## src/rtl/adc_sample_sequencer_pkg.sv

```systemverilog
// Shared types and default sizing for the ADC sample sequencer.
package adc_seq_pkg;

    typedef enum logic [1:0] {
        IDLE,
        CONVERT,
        GAP,
        WAIT
    } seq_state_t;

    localparam int DEF_N_BITS     = 10;
    localparam int DEF_FIFO_DEPTH = 4;
    localparam int DEF_PERIOD_W   = 16;
    localparam int DEF_TIMEOUT    = 64;

endpackage

```

## src/rtl/adc_sample_sequencer_if.sv

```systemverilog
// Result stream from the sequencer to its consumer (valid/ready handshake).
interface adc_sample_sequencer_if import adc_seq_pkg::*; #(
    parameter int N_BITS = DEF_N_BITS
);
    logic [N_BITS-1:0] sample_data;
    logic              sample_valid;
    logic              sample_ready;

    modport master (output sample_data, output sample_valid, input sample_ready);
    modport slave  (input sample_data, input sample_valid, output sample_ready);
endinterface

```

## src/rtl/adc_sample_sequencer_sample_fifo.sv

```systemverilog
// First-word-fall-through result buffer; a push into a full buffer is
// accepted only when the head is popped in the same cycle.
module sample_fifo import adc_seq_pkg::*; #(
    parameter int N_BITS     = DEF_N_BITS,
    parameter int FIFO_DEPTH = DEF_FIFO_DEPTH
) (
    input  logic                          clk,
    input  logic                          reset,
    input  logic                          push,
    input  logic [N_BITS-1:0]             push_data,
    input  logic                          pop_ready,
    output logic [N_BITS-1:0]             head_data,
    output logic                          head_valid,
    output logic [$clog2(FIFO_DEPTH):0]   level,
    output logic                          drop
);
    localparam int AW = $clog2(FIFO_DEPTH);

    logic [N_BITS-1:0] mem [FIFO_DEPTH];
    logic [AW-1:0]     wr_ptr;
    logic [AW-1:0]     rd_ptr;
    logic [AW:0]       count;
    logic              full;
    logic              pop;
    logic              push_ok;

    assign full       = (count == (AW+1)'(FIFO_DEPTH));
    assign head_valid = (count != '0);
    assign pop        = head_valid && pop_ready;
    assign push_ok    = push && (!full || pop);
    assign drop       = push && full && !pop;
    // Head reads as zero while empty so reset leaves sample_data at 0.
    assign head_data  = head_valid ? mem[rd_ptr] : '0;
    assign level      = count;

    always_ff @(posedge clk) begin
        if (reset) begin
            wr_ptr <= '0;
            rd_ptr <= '0;
            count  <= '0;
        end else begin
            if (push_ok) wr_ptr <= wr_ptr + 1'b1;
            if (pop)     rd_ptr <= rd_ptr + 1'b1;
            case ({push_ok, pop})
                2'b10:   count <= count + 1'b1;
                2'b01:   count <= count - 1'b1;
                default: count <= count;
            endcase
        end
    end

    always_ff @(posedge clk) begin
        if (push_ok) mem[wr_ptr] <= push_data;
    end

endmodule

```

## src/rtl/adc_sample_sequencer.sv

```systemverilog
// Paces a SAR converter (hold, wait for eoc, gap, programmable wait) and
// buffers results. Define ADC_SEQ_AVG_EN to push the mean of every 4 results.
module adc_sample_sequencer import adc_seq_pkg::*; #(
    parameter int N_BITS     = DEF_N_BITS,
    parameter int FIFO_DEPTH = DEF_FIFO_DEPTH,
    parameter int PERIOD_W   = DEF_PERIOD_W,
    parameter int TIMEOUT    = DEF_TIMEOUT
) (
    input  logic                         clk,
    input  logic                         reset,
    input  logic                         enable,
    input  logic [PERIOD_W-1:0]          period,
    input  logic                         clear_err,
    output logic                         hold_digital,
    input  logic                         eoc,
    input  logic [N_BITS-1:0]            result_digital,
    adc_sample_sequencer_if.master       stream,
    output logic [$clog2(FIFO_DEPTH):0]  fifo_level,
    output logic                         overflow,
    output logic                         timeout_err
);
    localparam int TW = $clog2(TIMEOUT + 1);

    seq_state_t          state;
    logic [TW-1:0]       conv_cnt;
    logic [PERIOD_W-1:0] wait_cnt;
    logic                conv_done;
    logic                conv_abort;
    logic                push;
    logic [N_BITS-1:0]   push_data;
    logic                drop;

    assign conv_done  = (state == CONVERT) && eoc;
    assign conv_abort = (state == CONVERT) && !eoc && (conv_cnt == TW'(TIMEOUT - 1));

`ifdef ADC_SEQ_AVG_EN
    logic [N_BITS+1:0] acc;
    logic [1:0]        acc_n;
    logic [N_BITS+1:0] acc_sum;

    function automatic logic [N_BITS-1:0] avg4(input logic [N_BITS+1:0] sum);
        return sum[N_BITS+1:2];
    endfunction

    assign acc_sum   = acc + (N_BITS+2)'(result_digital);
    assign push      = conv_done && (acc_n == 2'd3);
    assign push_data = avg4(acc_sum);

    // A timeout discards the partial group so averages never span an abort.
    always_ff @(posedge clk) begin
        if (reset || conv_abort) begin
            acc   <= '0;
            acc_n <= '0;
        end else if (conv_done) begin
            acc   <= push ? '0 : acc_sum;
            acc_n <= acc_n + 2'd1;
        end
    end
`else
    assign push      = conv_done;
    assign push_data = result_digital;
`endif

    always_ff @(posedge clk) begin
        if (reset) begin
            state        <= IDLE;
            hold_digital <= 1'b0;
            conv_cnt     <= '0;
            wait_cnt     <= '0;
        end else begin
            case (state)
                IDLE: begin
                    if (enable) begin
                        state        <= CONVERT;
                        hold_digital <= 1'b1;
                        conv_cnt     <= '0;
                    end
                end
                CONVERT: begin
                    if (conv_done || conv_abort) begin
                        state        <= GAP;
                        hold_digital <= 1'b0;
                    end else begin
                        conv_cnt <= conv_cnt + 1'b1;
                    end
                end
                GAP: begin
                    state    <= WAIT;
                    wait_cnt <= period;
                end
                WAIT: begin
                    // Count reaching zero is itself a WAIT cycle, so period=0 still waits once.
                    if (wait_cnt == '0) begin
                        if (enable) begin
                            state        <= CONVERT;
                            hold_digital <= 1'b1;
                            conv_cnt     <= '0;
                        end else begin
                            state <= IDLE;
                        end
                    end else begin
                        wait_cnt <= wait_cnt - 1'b1;
                    end
                end
                default: begin
                    state        <= IDLE;
                    hold_digital <= 1'b0;
                end
            endcase
        end
    end

    // A new error event outranks a simultaneous clear.
    always_ff @(posedge clk) begin
        if (reset) begin
            overflow    <= 1'b0;
            timeout_err <= 1'b0;
        end else begin
            if (drop)           overflow <= 1'b1;
            else if (clear_err) overflow <= 1'b0;
            if (conv_abort)     timeout_err <= 1'b1;
            else if (clear_err) timeout_err <= 1'b0;
        end
    end

    sample_fifo #(
        .N_BITS     (N_BITS),
        .FIFO_DEPTH (FIFO_DEPTH)
    ) u_fifo (
        .clk        (clk),
        .reset      (reset),
        .push       (push),
        .push_data  (push_data),
        .pop_ready  (stream.sample_ready),
        .head_data  (stream.sample_data),
        .head_valid (stream.sample_valid),
        .level      (fifo_level),
        .drop       (drop)
    );

endmodule

```

## src/flat_wrapper.sv

```systemverilog
// flat-port wrapper written by rule: the top's interface ports become plain ports
module adc_sample_sequencer_flat import adc_seq_pkg::*;
#(
    parameter int N_BITS     = DEF_N_BITS,
    parameter int FIFO_DEPTH = DEF_FIFO_DEPTH,
    parameter int PERIOD_W   = DEF_PERIOD_W,
    parameter int TIMEOUT    = DEF_TIMEOUT
)
  (clk, reset, enable, period, clear_err, hold_digital, eoc, result_digital, fifo_level, overflow, timeout_err, stream_sample_data, stream_sample_valid, stream_sample_ready);
  adc_sample_sequencer_if #(.N_BITS(N_BITS)) stream_i ();
  input  logic clk;
  input  logic reset;
  input  logic enable;
  input  logic [PERIOD_W-1:0] period;
  input  logic clear_err;
  output logic hold_digital;
  input  logic eoc;
  input  logic [N_BITS-1:0] result_digital;
  output logic [$clog2(FIFO_DEPTH):0] fifo_level;
  output logic overflow;
  output logic timeout_err;
  output wire logic [$bits(stream_i.sample_data)-1:0] stream_sample_data;
  output wire logic [$bits(stream_i.sample_valid)-1:0] stream_sample_valid;
  input wire logic [$bits(stream_i.sample_ready)-1:0] stream_sample_ready;
  assign stream_sample_data = stream_i.sample_data;
  assign stream_sample_valid = stream_i.sample_valid;
  assign stream_i.sample_ready = stream_sample_ready;
  adc_sample_sequencer #(.N_BITS(N_BITS), .FIFO_DEPTH(FIFO_DEPTH), .PERIOD_W(PERIOD_W), .TIMEOUT(TIMEOUT)) u_core (.clk(clk), .reset(reset), .enable(enable), .period(period), .clear_err(clear_err), .hold_digital(hold_digital), .eoc(eoc), .result_digital(result_digital), .stream(stream_i), .fifo_level(fifo_level), .overflow(overflow), .timeout_err(timeout_err));
endmodule
```

## config.mk

```make
export PLATFORM = sky130hd
export DESIGN_NAME = adc_sample_sequencer_flat
export DESIGN_NICKNAME = d
export VERILOG_FILES = /design/src/rtl/adc_sample_sequencer_pkg.sv /design/src/rtl/adc_sample_sequencer_if.sv /design/src/rtl/adc_sample_sequencer_sample_fifo.sv /design/src/rtl/adc_sample_sequencer.sv /design/src/flat_wrapper.sv
export SDC_FILE = /design/constraint.sdc
export NUM_CORES = 1
export LEC_CHECK = 0
export ABC_AREA = 1
export BUFFER_PORTS_ARGS = -buffer_cell sky130_fd_sc_hd__buf_2
export CORE_MARGIN = 5
export CORE_UTILIZATION = 45
export CTS_BUF_LIST = sky130_fd_sc_hd__clkbuf_8
export CTS_CLUSTER_DIAMETER = 30
export DETAILED_ROUTE_END_ITERATION = 7
export GPL_TIMING_DRIVEN = 0
export PLACE_DENSITY = 0.63
export SLEW_MARGIN = 20
export SYNTH_ARGS = -nofsm -noshare
export SYNTH_HDL_FRONTEND = slang
export SYNTH_SLANG_ARGS = --single-unit
export TNS_END_PERCENT = 100
```

## constraint.sdc

```tcl
create_clock -name clk -period 1.9 [get_ports clk]
set_input_delay 0.095 -clock clk [delete_from_list [all_inputs] [get_ports clk]]
set_output_delay 0.095 -clock clk [all_outputs]
set_load 0.01 [all_outputs]
```

Word-level counts from Yosys, hierarchy flattened
Memory sizes are Yosys's and may differ from the RTL's. A register that Yosys moved wholly into a read port is not among the register bits.
Index checks and enable logic that the tools add are counted.
{"block": "totals", "elab_cells": 76, "reg_bits": 35, "n_memories": 1, "ramBits": 40}
{"memory": "u_core.u_fifo.mem", "words": 4, "word_bits": 10, "rd": 1, "rd_clocked_by_memory_dff": 1, "write_ports": 1, "line_no": "adc_sample_sequencer_sample_fifo.sv:19", "text": "logic [N_BITS-1:0] mem [FIFO_DEPTH];"}
{"block": "op_classes", "eq_ne": 12, "mux": 24, "addsub": 6, "reduce_logical": 24}
{"operator": "$pmux 16 s2", "count": 1}
{"operator": "$mux 7", "count": 3}
{"operator": "$pmux 7 s3", "count": 1}
{"operator": "$logic_not 16->1", "count": 1}
{"operator": "$mux 16", "count": 1}
{"operator": "$sub 16x1->16 const B", "count": 1}
{"operator": "$mux 10", "count": 1}
{"operator": "$mux 2", "count": 5}
{"operator": "$mux 1", "count": 9}
{"operator": "$reduce_and 3->1", "count": 3}
{"operator": "$ne 2x2->1 const B", "count": 4}
{"operator": "$pmux 2 s4", "count": 1}
{"operator": "$reduce_bool 2->1", "count": 4}
{"operator": "$add 7x1->7 const B", "count": 1}
{"operator": "$eq 7x6->1 const B", "count": 1}
{"operator": "$logic_and 1x1->1", "count": 7}
{"operator": "$eq 2x2->1 const B", "count": 3}
{"operator": "$pmux 3 s2", "count": 1}
{"operator": "$reduce_bool 3->1", "count": 2}
{"operator": "$add 2x1->2 const B", "count": 2}
{"operator": "$eq 2x1->1 const B", "count": 2}
{"operator": "$add 3x1->3 const B", "count": 1}
{"operator": "$eq 3x3->1 const B", "count": 1}
{"operator": "$logic_not 1->1", "count": 3}
{"operator": "other kinds (6)", "count": 7}

Longest topological paths before layout
{"block": "depth", "word_depth": 6, "mapped_depth": 12, "ltp_nobuf": 11}

Cells and area by module
Synthesis repeated with hierarchy kept, for this count alone.
{"block": "unflattened", "cells_unflattened": 491, "hier_area_um2": 3955.0}
{"mod": "sample_fifo", "area_per_inst_um2": 2054.5, "cells_each": 185, "seq_area_each_um2": 1381.3, "n_inst": 1}
{"mod": "adc_sample_sequencer", "area_per_inst_um2": 1900.6, "cells_each": 306, "seq_area_each_um2": 560.5, "n_inst": 1}

Least setup slack after synthesis
OpenSTA, ideal clock, no wires.
{"block": "synth_timing", "path_kind": "register -> register", "from": "register u_core.state[1]", "to": "memory u_core.u_fifo.mem[0][0] (netlist bit), enable pin", "required_ns": 1.524, "stages_incl_launch_ff": 7, "arrival_ns": 1.322, "setup_slack_ns": 0.202, "setup_ns": 0.376, "cell_sequence": "dfxtp_1 inv_1 ha_1 nand2_1 inv_1 nand2_2 nor2_1"}
{"block": "synth_between", "elab_chain_len": 5}
{"item": "start, declared", "line_no": "adc_sample_sequencer.sv:24", "text": "seq_state_t state;"}
{"item": "start signal, assigned", "line_no": "adc_sample_sequencer.sv:66", "text": "state <= IDLE;"}
{"item": "start signal, assigned", "line_no": "adc_sample_sequencer.sv:74", "text": "state <= CONVERT;"}
{"item": "start signal, assigned", "line_no": "adc_sample_sequencer.sv:81", "text": "state <= GAP;"}
{"item": "$eq 2x1->1", "line_no": "adc_sample_sequencer.sv:33", "text": "assign conv_done = (state == CONVERT) && eoc;"}
{"item": "$logic_and 1x1->1", "line_no": "adc_sample_sequencer.sv:33"}
{"item": "$logic_and 1x1->1", "line_no": "adc_sample_sequencer_sample_fifo.sv:30", "text": "assign push_ok = push && (!full || pop);"}
{"item": "$mux 1", "line_no": "adc_sample_sequencer_sample_fifo.sv:53", "text": "if (push_ok) mem[wr_ptr] <= push_data;"}
{"item": "$mux 1 (implied by the code)", "line_no": "adc_sample_sequencer_sample_fifo.sv:53"}
{"item": "end, declared", "line_no": "adc_sample_sequencer_sample_fifo.sv:19"}
No other way between the ends.

Worst setup path in the final report
{"block": "layout_timing", "from": "register u_core.state[1]", "to": "register u_core.u_fifo.count[1] (netlist: u_core.u_fifo.level[1])"}
{"block": "layout_between", "elab_chain_len": 5, "word_cells_on_any_way": 7}
{"item": "$eq 2x1->1 (*)", "line_no": "adc_sample_sequencer.sv:33"}
{"item": "$logic_and 1x1->1 (*)", "line_no": "adc_sample_sequencer.sv:33"}
{"item": "$logic_and 1x1->1 (*)", "line_no": "adc_sample_sequencer_sample_fifo.sv:30"}
{"item": "$eq 2x1->1 or $eq 2x2->1 (tied branches)", "line_no": "adc_sample_sequencer_sample_fifo.sv:44", "text": "case ({push_ok, pop})"}
{"item": "$pmux 3 s2 or $reduce_bool 2->1 (tied branches)"}
{"item": "end signal, assigned", "line_no": "adc_sample_sequencer_sample_fifo.sv:45", "text": "2'b10: count <= count + 1'b1;"}
{"item": "end signal, assigned", "line_no": "adc_sample_sequencer_sample_fifo.sv:46", "text": "2'b01: count <= count - 1'b1;"}
{"item": "end signal, assigned", "line_no": "adc_sample_sequencer_sample_fifo.sv:47", "text": "default: count <= count;"}
{"item": "end, declared", "line_no": "adc_sample_sequencer_sample_fifo.sv:22", "text": "logic [AW:0] count;"}
Mark *: on every way between the ends. The rest lies on a longest branch, timed or not.
A chain may end at the register's enable or synchronous reset.

==> metrics <==
outcome completed; fraction of synthesis flops using an asynchronous set or reset pin 0%; sequential fraction of the synthesis area 47.6%; combined flip-flop and latch cell area 0.00194 mm²; via count of the first global-routing pass 3,271; Worst Path Class, Setup flip-flop to flip-flop; area of the multi-input gates 0.00191 mm²; global-route usage over all layers 16.8%; measured slew at the worst slew-check pin 0.622 ns; maximum number of pins on one net before global-route repair 15; number of search-and-repair iterations in the first detailed-routing pass 5; number of max-capacitance violations reported 0; number of max-slew violations in the final report 0; number of flip-flops and latches in the synthesized netlist 77; number of hold violations in the final report 0; cells along the critical path inv_2 > ha_4 > nand2_1 > inv_2 > nor2_1 > fa_1 > o21ai_0 > nor2_1; placement-stage cell area 0.00446 mm²; core utilization of the finished layout 54.9%; share of final-layout standard cells stronger than drive strength 1 19.5%; top fanout value on the critical path 4; HPWL after detailed placement 6600 µm; CP max stage cell sky130_fd_sc_hd__fa_1; peak clock frequency supported by timing 0.567 GHz; biggest area consumer among synthesized cells sky130_fd_sc_hd__edfxtp_1; CTS tree done; horizontal die dimension 105 µm; Filler cells 790; number of buffers on the longest clock path 2; Synth Flop Type sky130_fd_sc_hd__edfxtp_1; antenna diode count 0; TritonCTS sink count 77; drt drc 0; final critical path time including I/O delays and setup 1.76 ns; number of placed I/O pins 49; Max-slew headroom 58.5%; total leakage power 2.04 nW; biggest area contributors in the synthesized netlist sky130_fd_sc_hd__edfxtp_1, sky130_fd_sc_hd__dfxtp_1, sky130_fd_sc_hd__nand2_1; maximum resistive drop on vdd 0.877 mV; fraction of post-synthesis cell area in the top cell type by area 29.4%; grt total ovfl 0; clock transition at the registers of the reported paths 0.09 ns; initial antenna violation count 0; quantity of I/O buffers inserted on ports 48; first-pass GRT wire length 15,300 µm; area inside the core boundary 0.00876 mm²; period utilization 92.9%; GP Congestion 0.854; worst clock skew on the final layout 0.00877 ns; Clock Latency Late Sink 0.34 ns; Net count, final 628; per-instance average area after synthesis 7.94 µm²; CTS HTree Levels 3; Die Area 0.0111 mm²; Netlist cell types 33; Area growth syn-to-layout 17.9%; Post CTS Setup Buffer Count 0; worst hold path class input pin to flip-flop; Ys Warns 0; worst hold slack 0.0221 ns; cells after synthesis 514; area of the mapped netlist 0.00408 mm²; element type at the critical path end flip-flop; kind of launch point of the worst setup path flip-flop; routed vias 3,443; vias per std cell 4.94; WL final 9320 µm; Synthesized Nets 558; endpoints failing setup 0; height of the die 105 µm; DR WL/cell 13.4 µm; total power density per cell area 1510 mW/mm²; effective utilization at floorplan 46.6%; data arrival time of the worst path 2.01 ns; required time worst endpoint 2.14 ns; number of enable flip-flop cells after synthesis 40; Critical Path Max Stage Delay 0.44 ns; Iter 0 DRT Violations 157; Num CTS Buffers 9; number of nets with antenna violations after routing 0; clock tree root driver cell sky130_fd_sc_hd__clkbuf_8; FP Rows 34; area of all placed cells without fillers 0.00481 mm²
==> what timing repair did <==
action | CTS | global route
gates resized for setup | 8 | 9
hold buffers | 11 | 0
endpoints found under the hold margin | 42 | 0
endpoints found under the setup margin | 42 | 52
pin swaps | 0 | 0
==> stage by stage <==
step | setup TNS, ns | power (mW) | instances | setup WS (ns)
after floorplan | 0 | 5.09 | 514 | 0.202
after global placement | -11.92 | 5.94 | 670 | -0.333
after CTS | -3.17 | 7.28 | 697 | -0.117
after global routing | -0.00271 | 7.91 | 697 | -0.00271
after detailed placement | -13.62 | 5.99 | 670 | -0.372
final | 0 | 7.27 | 697 | 0.135
==> flip-flops by register name, summed over array words and instances, names as in the netlist, named ones only <==
register and flops:
u_core.timeout_err 1, u_core.hold_digital 1, u_core.overflow 1, u_core.state 2, u_core.u_fifo.mem 40, u_core.u_fifo.wr_ptr 2, u_core.u_fifo.rd_ptr 2, u_core.u_fifo.level 3
u_core.conv_cnt 7, u_core.wait_cnt 16
==> layout by cell type (no fill, tap or decap), types with 2 or more instances in the layout <==
cell and count:
sky130_fd_sc_hd__nor2_1 95, sky130_fd_sc_hd__nand2_1 108, sky130_fd_sc_hd__buf_2 49, sky130_fd_sc_hd__dlygate4sd3_1 11, sky130_fd_sc_hd__o21ai_2 3, sky130_fd_sc_hd__o21bai_1 3
sky130_fd_sc_hd__inv_2 6, sky130_fd_sc_hd__ha_1 10, sky130_fd_sc_hd__a21oi_1 30, sky130_fd_sc_hd__o21ai_1 3, sky130_fd_sc_hd__clkinv_1 3, sky130_fd_sc_hd__nand2_4 2
sky130_fd_sc_hd__clkbuf_8 9, sky130_fd_sc_hd__dfxtp_1 37, sky130_fd_sc_hd__nand4_1 4, sky130_fd_sc_hd__o21ai_0 36, sky130_fd_sc_hd__buf_6 3, sky130_fd_sc_hd__nand3_1 37
sky130_fd_sc_hd__nand2_2 6, sky130_fd_sc_hd__clkinvlp_4 3, sky130_fd_sc_hd__clkbuf_1 5, sky130_fd_sc_hd__nand3_2 4, sky130_fd_sc_hd__nor2_4 9, sky130_fd_sc_hd__clkbuf_2 3
sky130_fd_sc_hd__inv_1 43, sky130_fd_sc_hd__edfxtp_1 40, sky130_fd_sc_hd__nand2_8 2, sky130_fd_sc_hd__nor2_2 4, sky130_fd_sc_hd__nand3b_1 4, sky130_fd_sc_hd__a21oi_2 5
==> cell type report <==
type	count	area share, %
sequential	77	40.4
multi-input combinational	371	39.6
timing repair buffer	59	7.28
inverter	52	4.08
tap	108	2.81
clock buffer	9	2.57
buffer	14	1.74
clock inverter	7	1.53
==> where the power goes <==
group	switching, mW	internal, mW
logic	2.37	1.29
clock network	0.635	0.609
registers	0.310	2.06
==> path summary, 6_finish.rpt <==
check | from | to | slack [ns] | cells past startpoint
max | u_core.state[1] | u_core.u_fifo.level[1] | 0.14 | 8
min | clear_err | u_core.timeout_err | 0.02 | 4
max reg2reg | u_core.state[1] | u_core.u_fifo.level[1] | 0.14 | 8
min reg2reg | u_core.overflow | u_core.overflow | 0.46 | 2
==> critical path: cells and delay by family (launching register included) <==
kind | cells | cell delay, ns
and+or+nand+nor | 3 | 0.37
AOI/OAI and AO/OA | 1 | 0.16
adders and majority gates | 2 | 0.61
buffers and inverters | 2 | 0.15
DFF | 1 | 0.39
==> metal layers <==
metal | track usage (%) | up-vias | wire length (µm)
met3 | 2.63 | 8 | 356
met2 | 29.0 | 74 | 4640
li1 | - | 1811 | -
met4 | 6.30 | 0 | 124
met5 | 0 | - | 0
met1 | 21.0 | 1550 | 4200
==> kinds of logic after synthesis <==
kind of cell / Yosys count / share of synthesized area (%)
AOI/OAI and AO/OA: 81 / 10.9
buffers and inverters: 66 / 6.74
and+or+nand+nor: 277 / 30.7
DFF: 77 / 47.6
adders and majority gates: 12 / 3.86
xor gates and xnor gates: 1 / 0.215
==> cells in the mapped netlist (5+ instances only) <==
library cell	count
sky130_fd_sc_hd__nand2_1	108
sky130_fd_sc_hd__nor2_1	99
sky130_fd_sc_hd__inv_1	45
sky130_fd_sc_hd__edfxtp_1	40
sky130_fd_sc_hd__dfxtp_1	37
sky130_fd_sc_hd__nand3_1	37
sky130_fd_sc_hd__o21ai_0	36
sky130_fd_sc_hd__a21oi_1	30
sky130_fd_sc_hd__ha_1	11
sky130_fd_sc_hd__clkbuf_1	8
sky130_fd_sc_hd__nand2_2	6
sky130_fd_sc_hd__a21oi_2	5
sky130_fd_sc_hd__nor2_4	5
Power figures use the tool's default switching activity.
